[src/rtl/gray_pkg.sv]
// Shared definitions for the Gray position tracker: code width, FSM states and the Gray->binary decode.
package gray_pkg;
  localparam int GRAY_W = 4;

  typedef enum logic {INIT, TRACK} state_t;

  // Each binary bit is the running XOR of the Gray bits from the MSB down.
  function automatic logic [GRAY_W-1:0] gray2bin(input logic [GRAY_W-1:0] g);
    logic [GRAY_W-1:0] b;
    b[GRAY_W-1] = g[GRAY_W-1];
    for (int i = GRAY_W - 2; i >= 0; i--) begin
      b[i] = b[i+1] ^ g[i];
    end
    return b;
  endfunction
endpackage

[src/rtl/gray_sync.sv]
// Multi-flop synchronizer for a Gray-coded bus; only one bit changes per move, so a bus chain is safe.
// Latency STAGES edges (0 = combinational bypass); no backpressure.
module gray_sync #(
  parameter int W      = 4,
  parameter int STAGES = 2
) (
  input  logic         clock,
  input  logic         reset,
  input  logic [W-1:0] d,
  output logic [W-1:0] q
);
  if (STAGES == 0) begin : g_bypass
    assign q = d;
  end else begin : g_chain
    logic [W-1:0] sr [STAGES];

    always_ff @(posedge clock) begin
      if (reset) begin
        for (int i = 0; i < STAGES; i++) sr[i] <= '0;
      end else begin
        sr[0] <= d;
        for (int i = 1; i < STAGES; i++) sr[i] <= sr[i-1];
      end
    end

    assign q = sr[STAGES-1];
  end
endmodule

[src/rtl/gray_track_decoder.sv]
// Synchronizes and decodes a Gray position, tracks direction/revolutions and flags multi-step jumps.
// Latency SYNC_STAGES+1 edges from Ngray to outputs; sample_en=0 freezes the decode stage.
module gray_track_decoder
  import gray_pkg::*;
#(
  parameter int SYNC_STAGES = 2,
  parameter int REV_W       = 8,
  parameter int ERR_W       = 4
) (
  input  logic                    clock,
  input  logic                    reset,
  input  logic [GRAY_W-1:0]       Ngray,
  input  logic                    sample_en,
  input  logic                    clear_err,
  output logic [GRAY_W-1:0]       Nbin,
  output logic                    valid,
  output logic                    step,
  output logic                    dir_up,
  output logic                    err,
  output logic signed [REV_W-1:0] revs,
  output logic [ERR_W-1:0]        err_cnt
);
  logic [GRAY_W-1:0] gs, decoded, delta;
  state_t            state, state_nxt;
  logic [GRAY_W-1:0] nbin_nxt;
  logic              valid_nxt, step_nxt, dir_nxt, err_nxt;
  logic signed [REV_W-1:0] revs_nxt;
  logic [ERR_W-1:0]  errcnt_nxt;

  gray_sync #(.W(GRAY_W), .STAGES(SYNC_STAGES)) u_sync (
    .clock (clock),
    .reset (reset),
    .d     (Ngray),
    .q     (gs)
  );

  assign decoded = gray2bin(gs);
  assign delta   = decoded - Nbin;  // modulo-16 move since the last accepted sample

  always_comb begin
    state_nxt  = state;
    nbin_nxt   = Nbin;
    valid_nxt  = valid;
    step_nxt   = 1'b0;
    err_nxt    = 1'b0;
    dir_nxt    = dir_up;
    revs_nxt   = revs;
    errcnt_nxt = err_cnt;

    if (sample_en) begin
      case (state)
        INIT: begin
          nbin_nxt  = decoded;
          valid_nxt = 1'b1;
          state_nxt = TRACK;
        end
        TRACK: begin
          case (delta)
            4'd0: ;
            4'd1: begin
              nbin_nxt = decoded;
              step_nxt = 1'b1;
              dir_nxt  = 1'b1;
              if (Nbin == 4'hF) revs_nxt = revs + REV_W'(1);
            end
            4'd15: begin
              nbin_nxt = decoded;
              step_nxt = 1'b1;
              dir_nxt  = 1'b0;
              if (Nbin == 4'h0) revs_nxt = revs - REV_W'(1);
            end
            default: begin
              nbin_nxt = decoded;
              err_nxt  = 1'b1;
            end
          endcase
        end
        default: state_nxt = INIT;
      endcase
    end

    // Clearing wins over a same-cycle jump; the err pulse itself still goes out.
    if (clear_err)                       errcnt_nxt = '0;
    else if (err_nxt && (err_cnt != '1)) errcnt_nxt = err_cnt + ERR_W'(1);
  end

  always_ff @(posedge clock) begin
    if (reset) begin
      state   <= INIT;
      Nbin    <= '0;
      valid   <= 1'b0;
      step    <= 1'b0;
      dir_up  <= 1'b0;
      err     <= 1'b0;
      revs    <= '0;
      err_cnt <= '0;
    end else begin
      state   <= state_nxt;
      Nbin    <= nbin_nxt;
      valid   <= valid_nxt;
      step    <= step_nxt;
      dir_up  <= dir_nxt;
      err     <= err_nxt;
      revs    <= revs_nxt;
      err_cnt <= errcnt_nxt;
    end
  end
endmodule

[config.mk]
export PLATFORM = sky130hd
export DESIGN_NAME = gray_track_decoder
export DESIGN_NICKNAME = d
export VERILOG_FILES = /design/src/rtl/gray_pkg.sv /design/src/rtl/gray_sync.sv /design/src/rtl/gray_track_decoder.sv
export SDC_FILE = /design/constraint.sdc
export NUM_CORES = 1
export LEC_CHECK = 0
export CORE_MARGIN = 2
export CORE_UTILIZATION = 50
export CTS_CLUSTER_SIZE = 8
export DETAILED_ROUTE_END_ITERATION = 10
export GPL_ROUTABILITY_DRIVEN = 1
export PLACE_DENSITY = 0.76
export SKIP_CTS_REPAIR_TIMING = 1
export SLEW_MARGIN = 30
export SYNTH_ARGS = -nofsm -noshare
export SYNTH_HDL_FRONTEND = slang
export SYNTH_SLANG_ARGS = --single-unit
[constraint.sdc]
create_clock -name clock -period 4.8 [get_ports clock]
set_input_delay 0.48 -clock clock [delete_from_list [all_inputs] [get_ports clock]]
set_output_delay 0.48 -clock clock [all_outputs]
set_load 0.01 [all_outputs]
Yosys cells after proc, flatten, opt, wreduce, memory -nomap -nowiden. Memories as Yosys holds them, arrays and structs flattened. Index checks and enable logic that the tools add are counted.

$add $sub $neg: 4. Equal/unequal tests: 7. Muxes and demuxes: 15. Bitwise operators: 7. Reduce and logical (&&, ||, !) cells: 12.

Operator list (count): $mux W8 (2); $pmux W8 S2 (1); $mux W4 (3); $add A8 B2 Y8 const B (1); $eq A4 B4 Y1 const B (2); $logic_not A4 Y1 (2); $pmux W4 S2 (1); $sub A8 B2 Y8 const B (1); $mux W1 (7); $ne A2 B2 Y1 const B (3); $reduce_or A3 Y1 (2); $reduce_and A5 Y1 (1); $add A4 B1 Y4 const B (1); $eq A4 B1 Y1 const B (1); $ne A4 B4 Y1 const B (1); $reduce_and A2 Y1 (2); $reduce_or A2 Y1 (2); $sub A4 B4 Y4 (1); $reduce_and A3 Y1 (1); $xor A1 B1 Y1 (3); $not A1 Y1 (2); $or A1 B1 Y1 (2); $pmux W1 S2 (1); $reduce_bool A2 Y1 (1); $logic_and A1 B1 Y1 (1).

Register bits: 21. Bits in writable memories: 8. Bits of input ports: 8. Output and inout bits: 20. Logic and storage cells: 54. Memories: 1.

Memories: u_sync.g_chain.sr (depth 2, bits a word 4, rd ports 2, clocked after memory_dff 0, write ports 2, line gray_sync.sv:15) `logic [W-1:0] sr [STAGES];`.

Depth between registers and ports, before layout. Gate-level depths: netlist of the first run.

Depth in word-level cells: 10. Mapped depth: 18. Gate-level depth less buffers: 17.

Modules after synthesis. A second synthesis of the first run with hierarchy kept.

Cells, all modules: 178. Area total of the unflattened synthesis: 1661.6 um^2.

Modules (own cells, without submodules): gray_track_decoder (times used 1, cells each 158, area an instance 1421.4 um^2, sequential area each 420.4 um^2); gray_sync (times used 1, cells each 20, area an instance 240.2 um^2, sequential area each 160.2 um^2).

Worst setup path after synthesis of the first run. OpenSTA, ideal clock, no wires.

Kind: flip-flop to flip-flop. Start: memory u_sync.g_chain.sr[1][3], in the netlist u_sync.g_chain.sr[0][7]. End: register revs[7]. Library setup time: 70 ps. Data arrival time: 4233 ps. Path slack: 496 ps. Stages on the path, launching flop included: 18. Path buffers: 1. Cell sequence: dfxtp_1 clkbuf_1 xor2_1 xnor2_1 inv_1 xnor2_1 ha_1 fa_1 xor2_1 or3_4 nor2_1 ha_1 a211oi_1 o21ai_0 a31oi_1 nor3_1 or4_1 a21oi_1.

RTL lines: start: declaration (line gray_sync.sv:15); end signal: assignment (line gray_track_decoder.sv:104) `revs <= revs_nxt;`; end: declaration (line gray_track_decoder.sv:20) `output logic signed [REV_W-1:0] revs,`.

==> results of run 1 <==
-- cells in the mapped netlist (2+ instances only) --
master    count
clkbuf_1      4
nand3b_1      2
nand3_1       3
dfxtp_1      29
a21boi_1      2
inv_1         9
nand2b_1      2
nor2_1       15
xor2_1        3
a31oi_1       3
o31ai_1       3
mux2i_1       8
and3b_1       2
nand2_1       4
fa_1          2
or3_1         2
a211oi_1      3
o21ai_0       6
o21a_1        2
nor2b_1       9
or4_1         4
nand4_1       3
ha_1         10
nor3_1        4
xnor2_1       8
a21oi_1       7
-- registers in the layout (all words and copies together) (netlist names) --
register and cells:
revs 8, Nbin 4, valid 1, err 1, step 1, dir_up 1
u_sync.g_chain.sr 8, state 1, err_cnt 4
-- critical path: stages (launching register included) --
cell,delay (ns)
dfxtp_1,0.53
xor2_2,0.25
xnor2_1,0.20
inv_1,0.13
xnor2_1,0.16
ha_1,0.22
fa_1,0.42
xor2_1,0.22
or3_4,0.39
nor2_2,0.22
ha_1,0.29
a211oi_1,0.28
o21ai_0,0.13
a31oi_1,0.21
nor3_1,0.08
or4_1,0.40
a21oi_1,0.15
-- metal layers --
metal | routed length [um] | vias to the layer above | part of all wire
met5 | 0 | - | 0
met4 | 69 | 0 | 0.022
met3 | 122 | 6 | 0.038
met2 | 1470 | 26 | 0.46
met1 | 1520 | 626 | 0.48
li1 | - | 663 | -
-- power groups by stage --
stage	clock (mW)	combinational [mW]	sequential, mW
detailed placement	0	0.113	0.261
finish	0.168	0.115	0.255
CTS	0.170	0.114	0.255
global route	0.186	0.126	0.257
global placement	0	0.109	0.260
floorplan	0	0.0812	0.261
-- layout make-up --
| class | count | area, um^2 |
|---|---|---|
| Fill cell | 260 | 1060 |
| Multi-Input combinational cell | 125 | 955 |
| Sequential cell | 29 | 581 |
| Timing Repair Buffer | 28 | 273 |
| Clock buffer | 7 | 65.1 |
| Tap cell | 44 | 55.1 |
| Inverter | 9 | 33.8 |
| Clock inverter | 1 | 5.00 |
-- worst max path at each step --
stage	from	slack, ns	to	cells past startpoint
after detailed placement	u_sync.g_chain.sr[0][7]	0.31	revs[7]	15
after CTS	u_sync.g_chain.sr[0][7]	0.28	revs[7]	15
after global routing	u_sync.g_chain.sr[0][7]	0.04	revs[7]	16
after floorplan	u_sync.g_chain.sr[0][7]	0.50	revs[7]	17
after global placement	u_sync.g_chain.sr[0][7]	0.56	revs[7]	16
final	u_sync.g_chain.sr[0][7]	0.46	revs[7]	16
-- kinds of logic (layout without fill, tap and decap cells) --
family	count (synthesis)	count (layout)	synth area share
buf+inv	14	45	0.0341
simple gates	57	57	0.212
xor+xnor	12	12	0.0753
fa+ha+maj	12	12	0.105
mux	9	9	0.0578
compound gates	35	35	0.148
flops	29	29	0.368
==> run metrics, run 1 <==
final design utilization=0.650; Post-synth EDFFs=0; Post-Layout Cell Count=243; switching power=0.156 mW; Setup-failing EPs final=0; most common cell after layout, fill and taps aside=dfxtp_1; Worst-Margin Slew=0.549 ns; CP max FO=8; Max-slew headroom=0.632; R2R setup slack=0.46 ns; Clk pin slew, worst setup/hold paths=0.09 ns; outcome=finished, final reports clean; Routed Antenna Nets=0; cell area after layout=1970 um^2; Synth Net Count=188; vias per inst=5.44; Hold Startpoint=u_sync.g_chain.sr[0][1]; most frequently used flop master after synthesis=dfxtp_1; VDD IR-drop max=0.158 mV; DRC=0; syn avg cell area=9.40 um^2; DP Area=1890 um^2; number of top-level pins=28; Crit Path Class=register to register; largest net degree at the start of global routing=28; nets=218; clk sinks=29; sequential power share=0.474; Internal Power=0.383 mW; first-pass GRT wire length=5.35 mm; Routed WL per cell=13.1 um; MaxCap Viol Count=0; Startpoint Class=register; worst setup margin=0.460 ns; ranking of synthesized cells by area=dfxtp_1 37%, ha_1 7.9%, mux2i_1 5.1%; async set-reset flop share out of synthesis=0; switching share of power=0.289; CTS tree=built; Starting Density=0.521; Clock power frac=0.312; placed insts=235; CTS Buffer Depth=2; Mapped Cells=168; top cell type's share of synthesized area=0.368; sequential share of the synthesized area=0.368; Tmin final=4.34 ns; worst hold path cell count=1; Fin Setup TNS=0 ns; pre-CTS setup slack=0.305 ns; clk_skew=0.00762 ns; Synth Warn #=0; GR Util met1=0.252; P_leak=0.809 nW; initial antenna violation count=0; Overall Power=0.538 mW; CTS HTree Levels=2; combinational fraction of design power=0.213; Reg-to-Reg Start=u_sync.g_chain.sr[0][7]; Die Height=60.2 um; Overflow after GRT=0; TritonRoute pass-1 iters=4; busiest grt layer=met2; synth unique cells=45; post-synthesis cell area=1580 um^2; final WL=3.19 mm; vias in the first global route=1253; row count=20; global-route track usage on met3=0.0844; worst hold slack=0.445 ns; R2R depth=16; die area=3620 um^2; Critical Path AT=4.61 ns; Yosys top cell by area=dfxtp_1; flops & latches, synth=29; critical path required time=5.07 ns; most frequent cells in the layout=29 x dfxtp_1, 26 x clkdlybuf4s50_1, 14 x nor2_1, 10 x ha_1; CTS buffer count=5; final hold violation count=0; hpwl dp=2.44 mm; Routability Congestion=0.804; fraction of layout cells with a size suffix above 1=0.0804; Starting DRT DRC Count=59; Die W=60.2 um; Fmax=230 MHz; clock root buffer master=clkbuf_4; hold path endpoint=u_sync.g_chain.sr[0][5]; diodes inserted=0; max-slew violations=0; Crit. End Element=register; CORE AREA=3030 um^2; hold crit path type=register to register; I/O Buffers=27; gr usage total=0.203; clock latency on the worst-skew pair=0.34 ns; unrepaired setup endpoints after global routing=false; P per Cell Area=274 nW/um^2; total number of vias=1321; Area Growth Syn to Fin=24.6%; crit share post-route=0.904; M2 GR Usage=0.309; R2R Path End=revs[7]
Power figures use the tool's default switching activity.
==> run 2: changes to the inputs <==
--- a/config.mk
+++ b/config.mk
@@ -10,6 +10,7 @@
 export CTS_CLUSTER_SIZE = 8
 export DETAILED_ROUTE_END_ITERATION = 10
 export GPL_ROUTABILITY_DRIVEN = 1
+export MAX_ROUTING_LAYER = met4
 export PLACE_DENSITY = 0.76
 export SKIP_CTS_REPAIR_TIMING = 1
 export SLEW_MARGIN = 30
==> run metrics, run 2 (synthesis results as in run 1) <==
Sequential Area=581 um^2; cell area after layout=1970 um^2; Fin Setup TNS=0 ns; P per Cell Area=273 nW/um^2; Starting DRT DRC Count=65; gr usage total=0.207; CP max FO=8; final hold violation count=0; clock root buffer master=clkbuf_4; outcome=finished, final reports clean; Die W=60.2 um; Routed Antenna Nets=0; initial antenna violation count=0; vias in the first global route=1258; pre-CTS setup slack=0.305 ns; area occupied by multi-input gates=955 um^2; CTS HTree Levels=2; die area=3620 um^2; most common cell after layout, fill and taps aside=dfxtp_1; CTS buffer count=5; critical path required time=5.06 ns; Top Registers=revs: 8 flops, u_sync.g_chain.sr: 8 flops; Setup-failing EPs final=0; fraction of layout cells with a size suffix above 1=0.0804; MaxCap Viol Count=0; row count=20; final design utilization=0.650; vias per inst=5.45; switching share of power=0.287; DP Area=1890 um^2; switching power=0.154 mW; CTS tree=built; max-slew violations=0; unrepaired setup endpoints after global routing=false; Overall Power=0.537 mW; clk sinks=29; Tmin final=4.34 ns; P_leak=0.809 nW; most frequent cells in the layout=29 x dfxtp_1, 26 x clkdlybuf4s50_1, 14 x nor2_1, 10 x ha_1; Starting Density=0.521; first-pass GRT wire length=5.34 mm; Fmax=230 MHz; combinational fraction of design power=0.214; Area Growth Syn to Fin=24.6%; Routed WL per cell=13.1 um; DRC=0; Crit Path Class=register to register; total number of vias=1324; CTS Buffer Depth=2; Routability Congestion=0.816; largest net degree at the start of global routing=28; crit share post-route=0.905; Clk pin slew, worst setup/hold paths=0.09 ns; CORE AREA=3030 um^2; Clock power frac=0.310; hpwl dp=2.44 mm; Overflow after GRT=0; hold crit path type=register to register; # fillers=260; number of top-level pins=28; Die Height=60.2 um; final WL=3.18 mm; Internal Power=0.383 mW; Max-slew headroom=0.632; VDD IR-drop max=0.157 mV; diodes inserted=0; sequential power share=0.476; clk_skew=0.00782 ns; Worst-Margin Slew=0.549 ns; Crit. End Element=register; TritonRoute pass-1 iters=4; I/O Buffers=27; Startpoint Class=register; clock latency on the worst-skew pair=0.33 ns; worst setup margin=0.457 ns; Critical Path AT=4.60 ns; nets=218
## run 2: stage by stage
stage / hold slack, ns / cells
2_1_floorplan: 0.414 / 168
3_3_place_gp: 0.422 / 235
3_5_place_dp: 0.424 / 235
4_1_cts: 0.444 / 243
5_1_grt: 0.461 / 243
6_report: 0.445 / 243
## run 2: worst paths after layout
path	from	to	slack [ns]	depth (start not counted)
max	u_sync.g_chain.sr[0][7]	revs[7]	0.46	16
min	u_sync.g_chain.sr[0][0]	u_sync.g_chain.sr[0][4]	0.45	1
max reg2reg	u_sync.g_chain.sr[0][7]	revs[7]	0.46	16
min reg2reg	u_sync.g_chain.sr[0][0]	u_sync.g_chain.sr[0][4]	0.45	1
## run 2: layer usage
| layer | vias up | share of wire | track usage |
|---|---|---|---|
| met3 | 11 | 0.039 | 0.0519 |
| met2 | 27 | 0.46 | 0.309 |
| met4 | 0 | 0.022 | 0.114 |
| li1 | 662 | - | - |
| met1 | 624 | 0.48 | 0.252 |
| met5 | - | 0 | - |
## run 2: power groups by stage
stage,clock network (mW),registers (mW),logic (mW)
after CTS,0.170,0.255,0.114
final,0.166,0.255,0.115
after detailed placement,0,0.261,0.113
after global placement,0,0.260,0.109
after global routing,0.183,0.257,0.126
after floorplan,0,0.261,0.0812
## run 2: area by class of cell
cell class | count | area share
repair buffers | 28 | 0.139
inverters | 9 | 0.0172
clock inverters | 1 | 0.00254
well taps | 44 | 0.0280
flip-flops and latches | 29 | 0.295
multi-input cells | 125 | 0.485
clock buffers | 7 | 0.0331
## run 2: worst max-delay path, stage by stage (launching register included)
cell and delay (ns):
dfxtp_1 0.53, xor2_2 0.25, xnor2_1 0.20, inv_1 0.13, xnor2_1 0.16, ha_1 0.22, fa_1 0.42, xor2_1 0.22
or3_4 0.39, nor2_2 0.21, ha_1 0.29, a211oi_1 0.28, o21ai_0 0.13, a31oi_1 0.21, nor3_1 0.08, or4_1 0.41
a21oi_1 0.15
